$ cat src/rtl/dmem_ctrl.sv
// dmem_ctrl: data-memory access controller between the datapath and a
// variable-latency request/acknowledge memory port.
// Optional feature macro: DMEM_TIMEOUT_EN (BUSY timeout with abort).
module dmem_ctrl #(
  parameter int unsigned TIMEOUT = 255
) (
  input  logic        clk,
  input  logic        reset,
  input  logic        memread,
  input  logic        memwrite,
  input  logic [31:0] aluout,
  input  logic [31:0] writedata,
  output logic [31:0] readdata,
  output logic        stall,
  output logic        mem_req,
  output logic        mem_we,
  output logic [29:0] mem_addr,
  output logic [31:0] mem_wdata,
  input  logic [31:0] mem_rdata,
  input  logic        mem_ack,
  output logic        align_err,
  output logic        timeout_err
);

  typedef enum logic [1:0] {
    IDLE,
    BUSY,
    DONE
  } state_t;

  state_t state;
  logic   req;
  logic   aligned;

  if (TIMEOUT < 1 || TIMEOUT > 65535) begin : g_timeout_range
    $error("dmem_ctrl: TIMEOUT must be in 1..65535");
  end

  assign req     = memread | memwrite;
  assign aligned = (aluout[1:0] == 2'b00);

  // Freeze the pipeline from the request cycle until the access retires in DONE
  assign stall = ((state == IDLE) && req && aligned) || (state == BUSY);

`ifdef DMEM_TIMEOUT_EN
  localparam logic [15:0] TO_LAST = 16'(TIMEOUT - 1);
  logic [15:0] cnt;

  // Transaction FSM with BUSY-cycle timeout; an ack on the limit cycle wins
  always_ff @(posedge clk) begin
    if (reset) begin
      state       <= IDLE;
      readdata    <= '0;
      mem_req     <= 1'b0;
      mem_we      <= 1'b0;
      mem_addr    <= '0;
      mem_wdata   <= '0;
      align_err   <= 1'b0;
      timeout_err <= 1'b0;
      cnt         <= '0;
    end else begin
      align_err   <= 1'b0;
      timeout_err <= 1'b0;
      case (state)
        IDLE: begin
          if (req) begin
            if (aligned) begin
              mem_addr  <= aluout[31:2];
              mem_wdata <= writedata;
              mem_we    <= memwrite;
              mem_req   <= 1'b1;
              cnt       <= '0;
              state     <= BUSY;
            end else begin
              align_err <= 1'b1;
            end
          end
        end
        BUSY: begin
          if (mem_ack) begin
            if (!mem_we) readdata <= mem_rdata;
            mem_req <= 1'b0;
            state   <= DONE;
          end else if (cnt == TO_LAST) begin
            if (!mem_we) readdata <= 32'hDEADBEEF;
            mem_req     <= 1'b0;
            timeout_err <= 1'b1;
            state       <= DONE;
          end else begin
            cnt <= cnt + 16'd1;
          end
        end
        DONE:    state <= IDLE;
        default: state <= IDLE;
      endcase
    end
  end
`else
  assign timeout_err = 1'b0;

  // Transaction FSM; BUSY waits for the memory ack indefinitely
  always_ff @(posedge clk) begin
    if (reset) begin
      state     <= IDLE;
      readdata  <= '0;
      mem_req   <= 1'b0;
      mem_we    <= 1'b0;
      mem_addr  <= '0;
      mem_wdata <= '0;
      align_err <= 1'b0;
    end else begin
      align_err <= 1'b0;
      case (state)
        IDLE: begin
          if (req) begin
            if (aligned) begin
              mem_addr  <= aluout[31:2];
              mem_wdata <= writedata;
              mem_we    <= memwrite;
              mem_req   <= 1'b1;
              state     <= BUSY;
            end else begin
              align_err <= 1'b1;
            end
          end
        end
        BUSY: begin
          if (mem_ack) begin
            if (!mem_we) readdata <= mem_rdata;
            mem_req <= 1'b0;
            state   <= DONE;
          end
        end
        DONE:    state <= IDLE;
        default: state <= IDLE;
      endcase
    end
  end
`endif

endmodule

$ cat config.mk
export PLATFORM = sky130hd
export DESIGN_NAME = dmem_ctrl
export DESIGN_NICKNAME = d
export VERILOG_FILES = /design/src/rtl/dmem_ctrl.sv
export SDC_FILE = /design/constraint.sdc
export NUM_CORES = 1
export LEC_CHECK = 0
export CAP_MARGIN = 40
export CELL_PAD_IN_SITES_DETAIL_PLACEMENT = 0
export CELL_PAD_IN_SITES_GLOBAL_PLACEMENT = 1
export CORE_ASPECT_RATIO = 1.5
export CORE_MARGIN = 5
export CORE_UTILIZATION = 30
export CTS_BUF_LIST = sky130_fd_sc_hd__clkbuf_16
export DETAILED_ROUTE_END_ITERATION = 16
export PLACE_DENSITY = 0.94
export REMOVE_ABC_BUFFERS = 1
export SYNTH_ARGS = -nofsm -noshare
export SYNTH_HDL_FRONTEND = slang
export SYNTH_SLANG_ARGS = --single-unit
$ cat constraint.sdc
create_clock -name clk -period 2.5 [get_ports clk]
set_clock_uncertainty 0.2 [all_clocks]
set_input_delay 0.25 -clock clk [delete_from_list [all_inputs] [get_ports clk]]
set_output_delay 0.25 -clock clk [all_outputs]
set_load 0.05 [all_outputs]
==> impl_metrics.ini <==
[status]
status = finished, final reports clean

[timing]
worstMarginPinSlew_ns = 0.648
slew_headroom = 0.568
rsz_0062_raised_after_global_routing = no
holdWs_ns = 0.253
min_period_over_period = 0.830
finalMaxSlewViolations = 0
tns_ns = 0
period_needed_ns = 2.08
finalSetupViolCount = 0
timing_hold_violations_final = 0
highest_achievable_clock_rate_ghz = 0.482

[cells_and_area]
syn2layout_area_growth_pct = 60.8
final.fill_count = 1173
num_antenna_cells = 0
drive_above_1_share = 0.0418
final_nets = 721

[global_route]
grt.overflow.total = 0
antenna_found_initial = 0
globalRouteTotalUtil = 0.133
grt_first_pass_wirelength_microns = 16400
grt_pass1_vias = 3450
maximum_number_of_pins_on_one_net_before_global_route_repair = 73

[power_and_ir_drop]
power_density_nw_per_um2 = 612
clockPowerShare = 0.368
p_int_mw = 2.81
irDropWorstVdd_mv = 0.295
power_switching_share = 0.256
share_seq_of_total_power = 0.443
p_leak_nw = 2.24
power_frac_comb = 0.189
total_switching_power_uw = 969

[worst_setup_path]
element_type_at_the_critical_path_end = primary output
worst-setup-path-type = reg -> out
worst_r2r_setup_slack_ns = 0.64
worstSetupStartpointType = register
arrival_ns = 1.63
worst-path-max-fanout = 7
worst-endpoint-required_ns = 2.05

[die]
dieWidth_microns = 102
die-area_sq_um = 15200
design.core.area_sq_um = 12500
cell_rows = 50
boundaryPins = 200
chipHeight_microns = 149
initial_util = 0.307

[place]
io_buffers = 198
dp_hpwl_microns = 8100
final_weighted_congestion_of_routability_driven_global_placement = 0.857

[clock_network]
hold_buffers = 0
clk-insertion-delay-late_ns = 0.32
clock_sink_count = 99
postCtsResizedCells = 0
tritoncts.num_buffers = 9
root_buffer = clkbuf_16
cts_tree = yes
cts.clk_slew.worst_paths_ns = 0.06
postCtsSetupRepairBufs = 0
htree_levels = 3
clockBufferDepth = 2

[detailed_routing]
vias_per_cell = 4.41
finalWirelength_microns = 10500
detail_route.iter0.violations = 81
route.detailed.wl_per_inst_microns = 13.5
detail-route-antenna-nets = 0
route.detailed.drc = 0
firstDrtPassIters = 4
detailroute.via_count = 3429

[yosys]
netlist.top_cell.by_area = dfxtp_1
synth-async-reset-ratio = 0
post-synth-top-area-fraction = 0.515
netlist-cell-type-count = 26
synth_top_flop_cell = dfxtp_1
synth-edff-count = 0
synth_seq_area_share = 0.515
postSynthCellCount = 434
ys.warnings.count = 0
ys_seq_elements = 99
syn_area_sq_um = 3850
yosys-top-cells-area = dfxtp_1 (52%), nand2_1 (18%), mux2i_1 (16%)
synth_area_per_cell_sq_um = 8.86

[run]
max_capacitance_violation_count = 0

[hold_path]
min_path_type = reg -> reg
-- metrics by stage --
step | area (sq um) | utilization | setup WS [ns] | instances | total power, mW
detailed placement | 5890 | 0.471 | 0.320 | 765 | 2.43
global placement | 5890 | 0.471 | 0.419 | 765 | 2.42
floorplan | 3610 | - | -0.839 | 401 | 2.09
finish | 6180 | 0.494 | 0.425 | 778 | 3.78
global route | 6180 | 0.494 | 0.292 | 778 | 3.94
CTS | 6180 | 0.494 | 0.392 | 778 | 3.85
-- placed cells by master (no fill, tap or decap), drive strengths merged, types with 2 or more instances in the layout --
master	instances
a21oi	35
buf	11
bufinv	2
clkbuf	9
clkdlybuf4s50	197
clkinv	3
dfxtp	99
mux2i	62
nand2	189
nor4	2
o21ai	2
-- cell type report --
type | count | area, sq um | share of cell area
tap | 156 | 195 | 0.0316
multi-input combinational | 300 | 1620 | 0.263
timing repair buffer | 208 | 2080 | 0.336
clock buffer | 9 | 225 | 0.0364
inverter | 2 | 8.76 | 0.00142
clock inverter | 4 | 68.8 | 0.0111
sequential | 99 | 1980 | 0.321
-- per-layer routing --
metal,vias up,GRT usage,wire length (microns)
met1,1517,0.151,4240
met2,138,0.228,5140
met4,0,0.0479,154
met5,-,0,0
met3,10,0.0455,988
li1,1764,-,-
-- cell usage after synthesis, drive strengths merged (2+ instances only) --
| cell type | instances |
|---|---|
| inv | 2 |
| clkbuf | 18 |
| o21ai | 2 |
| a21oi | 35 |
| buf | 15 |
| dfxtp | 99 |
| nand2 | 189 |
| mux2i | 62 |
| nor4 | 2 |
-- power groups by stage --
stage / clock network [mW] / logic, mW / registers [mW]
finish: 1.39 / 0.715 / 1.68
global route: 1.50 / 0.757 / 1.68
CTS: 1.45 / 0.722 / 1.68
detailed placement: 0 / 0.720 / 1.71
global placement: 0 / 0.714 / 1.71
floorplan: 0 / 0.165 / 1.92
-- cell families after synthesis --
group	synth area share
AOI/OAI and AO/OA	0.0540
and+or+nand+nor	0.204
buffers and inverters	0.0644
muxes	0.161
other	0.000975
DFF	0.515
-- final timing paths --
kind                                   start       endpoint  cells after the start
worst max-delay path                state[1]          stall                      4
worst min-delay path            readdata[28]   readdata[28]                      2
worst max register to register      state[1]  mem_wdata[19]                      4
worst min register to register  readdata[28]   readdata[28]                      2
-- critical path, cell delays in order (launching register included) --
cell	delay [ns]
dfxtp_1	0.38
nor4_4	0.38
o21ai_1	0.17
o21ai_0	0.18
buf_12	0.19
-- sequential cells by signal (all words and copies together) (netlist names) --
| signal | flops |
|---|---|
| mem_wdata | 32 |
| readdata | 32 |
| mem_addr | 30 |
| state | 2 |
| align_err | 1 |
| mem_req | 1 |
| mem_we | 1 |
No activity file was read; power rests on OpenSTA's default activity.
